==> src/rtl/eforth1_pkg.sv <==
// Shared types and defaults for the eForth1 stack units.
// Holds the stack-op encoding and the default geometry of the data stack.
package eforth1_pkg;

  localparam int DSZ_DEF   = 32;
  localparam int DEPTH_DEF = 64;
  localparam int NEG1      = DEPTH_DEF - 1;

  typedef enum logic [1:0] {
    SS_LOAD = 2'd0,
    SS_PUSH = 2'd1,
    SS_POP  = 2'd2,
    SS_PICK = 2'd3
  } sop_e;

endpackage

==> src/rtl/ss_ram.sv <==
// DEPTH x DSZ register array: one synchronous write port, two asynchronous reads.
// Contents are deliberately not reset so the array can map onto distributed RAM.
module ss_ram #(
  parameter int DEPTH = 64,
  parameter int DSZ   = 32,
  parameter int AW    = $clog2(DEPTH)
) (
  input  logic           clk,
  input  logic           we,
  input  logic [AW-1:0]  wa,
  input  logic [DSZ-1:0] wd,
  input  logic [AW-1:0]  ra0,
  input  logic [AW-1:0]  ra1,
  output logic [DSZ-1:0] rd0,
  output logic [DSZ-1:0] rd1
);

  logic [DSZ-1:0] mem [DEPTH];

  always_ff @(posedge clk) begin
    if (we) mem[wa] <= wd;
  end

  assign rd0 = mem[ra0];
  assign rd1 = mem[ra1];

endmodule

==> src/rtl/ss_modport.sv <==
// eForth1 data stack slave: registered TOS plus a circular array holding the rest.
// Define SS_GUARD_EN to add a depth counter and a sticky overflow/underflow err output.
module ss_modport
  import eforth1_pkg::*;
#(
  parameter  int DEPTH = DEPTH_DEF,
  parameter  int DSZ   = DSZ_DEF,
  localparam int SSZ   = $clog2(DEPTH)
) (
  input  logic           clk,
  input  logic           rst_n,
  input  logic           en,
  input  sop_e           op,
  input  logic [DSZ-1:0] vi,
  output logic [DSZ-1:0] tos,
  output logic [DSZ-1:0] s0,
  output logic [SSZ-1:0] sp,
  output logic [SSZ-1:0] sp_1
`ifdef SS_GUARD_EN
  ,
  output logic           err
`endif
);

  logic [SSZ-1:0] sp_inc;
  logic [SSZ-1:0] pick_addr;
  logic [DSZ-1:0] pick_data;
  logic           allow;
  logic           push_we;

  assign sp_inc    = sp + SSZ'(1);
  assign sp_1      = sp - SSZ'(1);
  assign pick_addr = sp - vi[SSZ-1:0];
  assign push_we   = en && allow && (op == SS_PUSH);

  ss_ram #(
    .DEPTH (DEPTH),
    .DSZ   (DSZ),
    .AW    (SSZ)
  ) u_ram (
    .clk (clk),
    .we  (push_we),
    .wa  (sp_inc),
    .wd  (tos),
    .ra0 (sp),
    .ra1 (pick_addr),
    .rd0 (s0),
    .rd1 (pick_data)
  );

`ifdef SS_GUARD_EN
  logic [SSZ:0] depth;

  // Ops that would over/underflow the tracked depth are dropped entirely.
  always_comb begin
    allow = 1'b1;
    case (op)
      SS_PUSH: allow = (depth != (SSZ+1)'(DEPTH));
      SS_POP:  allow = (depth != '0);
      SS_PICK: allow = (vi < DSZ'(depth));
      default: allow = 1'b1;
    endcase
  end

  always_ff @(posedge clk or negedge rst_n) begin
    if (!rst_n) begin
      depth <= '0;
      err   <= 1'b0;
    end else if (en) begin
      if (!allow) err <= 1'b1;
      else if (op == SS_PUSH) depth <= depth + 1'b1;
      else if (op == SS_POP) depth <= depth - 1'b1;
    end
  end
`else
  logic unused_vi;

  assign allow     = 1'b1;
  assign unused_vi = ^vi[DSZ-1:SSZ];
`endif

  always_ff @(posedge clk or negedge rst_n) begin
    if (!rst_n) begin
      tos <= '1;
      sp  <= '0;
    end else if (en && allow) begin
      case (op)
        SS_LOAD: tos <= vi;
        SS_PUSH: begin
          tos <= vi;
          sp  <= sp_inc;
        end
        SS_POP: begin
          tos <= s0;
          sp  <= sp_1;
        end
        SS_PICK: tos <= pick_data;
        default: tos <= tos;
      endcase
    end
  end

endmodule

==> config.mk <==
export PLATFORM = sky130hd
export DESIGN_NAME = ss_modport
export DESIGN_NICKNAME = d
export VERILOG_FILES = /design/src/rtl/eforth1_pkg.sv /design/src/rtl/ss_ram.sv /design/src/rtl/ss_modport.sv
export SDC_FILE = /design/constraint.sdc
export NUM_CORES = 2
export LEC_CHECK = 0
export CAP_MARGIN = 15
export CELL_PAD_IN_SITES_DETAIL_PLACEMENT = 1
export CELL_PAD_IN_SITES_GLOBAL_PLACEMENT = 1
export CORE_MARGIN = 4
export CORE_UTILIZATION = 30
export DETAILED_ROUTE_END_ITERATION = 12
export HOLD_SLACK_MARGIN = 0.06
export PLACE_DENSITY = 0.59
export SLEW_MARGIN = 5
export SYNTH_ARGS = -nofsm -noshare
export SYNTH_HDL_FRONTEND = slang
export SYNTH_SLANG_ARGS = --single-unit
==> constraint.sdc <==
create_clock -name clk -period 8 [get_ports clk]
set_input_delay 1.6 -clock clk [delete_from_list [all_inputs] [get_ports clk]]
set_output_delay 1.6 -clock clk [all_outputs]
set_load 0.05 [all_outputs]
[Word level (Yosys, flattened, before mapping)]
Memories as Yosys holds them, arrays and structs flattened.
Cells that the tools add are included.
Word-level totals
  input port bits: 37
  memories: 1
  register bits after elaboration: 38
  output and inout bits: 76
  bits in writable memories: 2048
Cells by class
  muxes and demuxes: 4
  $add $sub $neg: 3
  reduce and logical (&&, ||, !) cells: 5
  equality and inequality tests: 3
Memory list
  u_ram.mem: words 64, width 32, rd ports 2, clocked after memory_dff 0, wr ports 1, RTL line ss_ram.sv:18  | logic [DSZ-1:0] mem [DEPTH];
Operators with widths (number)
  32-bit one-hot mux with 3 select lines: 1
  6-bit one-hot mux with 2 select lines: 1
  6-bit by 1-bit adder with 6-bit output (second input constant): 1
  6-bit by 1-bit subtractor with 6-bit output (second input constant): 1
  6-bit subtractor: 1
  2-bit equality test (second input constant): 2
  2-bit by 1-bit equality test with 1-bit output (second input constant): 1
  2-bit zero test: 1
  1-bit 2-to-1 mux: 2
  2-bit AND reduction: 1
  2-bit nonzero test: 1
  2-bit OR reduction: 1
  1-bit logical AND: 1

[Logic depth before layout (Yosys ltp)]
  depth in word-level cells: 4
  depth in mapped cells: 18
  gate-level depth less buffers: 11

[Modules after synthesis]
From an unflattened synthesis, not the netlist that was laid out.
Unflattened totals
  cell total of the unflattened synthesis: 4616
  area, all modules: 96731.5 um^2
By module, submodules not included
  ss_ram: area each 94379.3 um^2, times used 1, cells an instance 4348
  ss_modport: area each 2352.3 um^2, times used 1, cells an instance 268

[Worst setup path before layout]
Ideal clock, no wire load.
  path kind: reg2out
  start: reg sp[0]
  end: out s0[16]
  stages on the path, launching flop included: 11
  required time: 6.400 ns
  arrival time: 3.170 ns
  slack: 3.230 ns
  path through: dfrtp_1 > buf_6 > buf_12 > buf_12 > buf_4 > buf_4 > mux4_2 > nand2_1 > a31oi_1 > mux2i_1 > o21ai_0
On the way
  longest elaborated chain between the ends: 1
Ends and longest elaborated chain
  start, declared: RTL line ss_modport.sv:17  | output logic [SSZ-1:0] sp,
  start signal, assigned: RTL line ss_modport.sv:91  | sp <= sp_inc;
  start signal, assigned: RTL line ss_modport.sv:95  | sp <= sp_1;
  memory 64 x 32 bit
  end, declared: RTL line ss_modport.sv:16  | output logic [DSZ-1:0] s0,
No other way between the ends.

[Worst setup path in the final report]
  start: reg sp[1]
  end: out s0[30]
Same word-level chain as after synthesis.

==> metrics.md <==
| Metric | Value |
|---|---|
| Commonest non-fill, non-tap cell in the layout | edfxtp_1 |
| Post-route DRC violation count | 0 |
| Kind of end point of the critical path | output pin |
| Placed cell areas | about 110000 µm² |
| Post-CTS sizing | 0 |
| CP max FO | 36 |
| Warnings, synthesis | 0 |
| Antenna-violating nets left | 0 |
| Post-route design area | 112600 µm² |
| Setup TNS Final | 0 ps |
| Fill cells | between 30000 and 40000 |
| Clock buffer count from CTS | 228 |
| Post-Syn Nets | ~5400 |
| PortBufs | 112 |
| CTS max path bufs | 4 |
| Die Area | about 340000 µm² |
| Antenna violations before repair | 26 |
| TritonCTS Sinks | 2086 |
| Max-Cap Viols | 0 |
| Clock root cell | clkbuf_16 |
| Depth of the CTS H-tree | 4 |
| Fin nets | 5564 |
| Post-synth EDFFs | between 2000 and 2500 |
| Power Density | 444.3 nW/µm² |
| Final setup viols | 0 |
| Clock transition at path regs | 60 ps |
| Asr flop ratio synth | 1.822% |
| DPL Wire Length | 234400 µm |
| First-pass GRT wire length | about 540000 µm |
| Mapped Area | between 90000 and 100000 µm² |
| Syn_area_per_cell | between 15 and 20 µm² |
| Worst-skew pair later-pin latency | 930 ps |
| Setup CP Type | flop to output pin |
| Clk_skew | roughly 89 ps |
| Gate Count Post-Synth | 5315 |
| Outcome | finished, final reports clean |
| Fin util | about a third |
| Via-to-Cell Ratio | 6.109 |
| Peak VDD IR | 0.4584 mV |
| Routability cong. | 0.8340 |
| CTS tree | done |
| Chip Height | about 580 µm |
| Io pins | 113 |
| Hold Violations, Final | 0 |
| Die Width | 579.1 µm |
| Largest net degree at the start of global routing | 112 |
| Starting Density | 30.15% |
| Fin crit share | about nine tenths |
| Final Max Slew Viols | 0 |
| Pre-CTS setup slack | 1749 ps |
| Worst-margin pin slew | 1362 ps |
| Core area | 324500 µm² |
| CP Data Arrival Time | around 5500 ps |
| Synth unique cells | 76 |
| Post-layout min period | 7088 ps |
| DRT iter0 DRCs | 9494 |
| RSZ-0062 raised after global routing | no |
| Hold Slack | ~580 ps |
| Most frequent cells in the layout | edfxtp_1, mux4_2, nand2_1, mux2i_1, clkbuf_16 |
| Area delta synth->final | 15.13% |
| Layout cells sized above 1 | 29.41% |
| Postcts setup bufs | 0 |
| Grt total ovfl | 0 |
| Crit path launch type | flop |
| First-pass DRT Iterations | 6 |
| Drt total wl | between 300000 and 400000 µm |
| Max Clk Rate | approximately 140 MHz |
| Post-route setup slack | 912.3 ps |
| Type of the worst min-delay path | flop to flop |
| Sequential area share after synthesis | 63.87% |
| Vias in the first global route | roughly 62000 |
| Via count | 61260 |
| Std cell rows | 209 |
| Drt wl/cell | 39.37 µm |
| Rel. slew slack | under 10% |
| Flops & latches, synth | 2086 |
| CP required | 6400 ps |
| Leakage power total | 35.40 nW |
| Primary FF master, synth | edfxtp_1 |
| Total Routing Usage GR | 23.00% |
| Cts hold-fix bufs | 0 |
## cell families after synthesis
| kind of cell | share of synthesized area [%] |
|---|---|
| AO/OA/AOI/OAI | 3.858 |
| XOR/XNOR | 0.1957 |
| adder cells (fa/ha/maj) | 0.1483 |
| buffers and inverters | 2.544 |
| flip-flops | 63.87 |
| multiplexers | 25.08 |
| AND/OR/NAND/NOR | 4.306 |
## report_power, final
group	leakage [nW]	total, mW	switching, mW	internal (mW)
Sequential	18.7	14.5	0.606	13.9
Combinational	13.2	25.1	16.2	8.87
Clock	3.51	10.4	4.54	5.85
Total	35.4	50.0	21.4	28.7
## path summary, 6_finish.rpt
check                                   start                          end  slack, ps  depth (start not counted)
min in group asynchronous               rst_n          tos[12]$_DFFE_PN1P_        890                          1
min reg2reg                tos[4]$_DFFE_PN1P_   u_ram.mem[38][4]$_DFFE_PP_        580                          0
max reg2reg                 sp[2]$_DFFE_PN0P_  u_ram.mem[17][15]$_DFFE_PP_       1940                          7
min                        tos[4]$_DFFE_PN1P_   u_ram.mem[38][4]$_DFFE_PP_        580                          0
max in group asynchronous               rst_n            sp[1]$_DFFE_PN0P_       6020                          2
max                         sp[1]$_DFFE_PN0P_                       s0[30]        910                          7
## final cells by class
type | instances | area (µm²) | share of cell area, %
clock inverters | 129 | 1187 | 1.054
inverters | 16 | 67.56 | 0.05998
well taps | 4325 | 5411 | 4.804
multi-input cells | 2819 | 33510 | 29.75
diodes | 8 | 20.02 | 0.01777
flip-flops and latches | 2086 | 62510 | 55.50
clock buffers | 280 | 5951 | 5.283
repair buffers | 365 | 3976 | 3.530
## Yosys cell counts, drive strengths merged, types with 16 or more instances
cell type	number	area share, %
nand3	140	0.72
a21oi	87	0.45
mux2	20	0.23
mux2i	266	2.7
a22oi	57	0.44
nor2	171	0.67
o22ai	91	0.58
a221oi	25	0.24
buf	294	2.1
edfxtp	2048	63
a311oi	28	0.25
o21ai	48	0.25
and3	49	0.31
o221ai	26	0.23
clkbuf	99	0.38
mux4	958	22
a211oi	16	0.12
nand2	572	2.2
a31oi	76	0.49
dfstp	32	0.86
## through the flow
step	power, mW	cells
after floorplan	30.19	5315
after global placement	39.49	9600
after detailed placement	39.63	9604
after CTS	50.01	10010
after global routing	51.64	10020
final	50.04	10030
## worst max-delay path, stage by stage (launching register included)
cell,delay (ps)
dfrtp_4,930
nand2b_2,890
buf_4,460
a211oi_1,90
a2111oi_0,690
a31oi_1,80
a32oi_1,480
clkdlybuf4s50_1,910
## layer usage
metal	part of all wire, %	track usage (%)
met4	5.2	10.15
met2	46	35.73
met5	0.0073	0
met1	39	30.87
met3	10	5.292
## sequential cells by signal, indices dropped and copies added (netlist names)
| signal | cells |
|---|---|
| u_ram.mem | 2048 |
| tos | 32 |
| sp | 6 |
No activity file was read; power rests on OpenSTA's default activity.
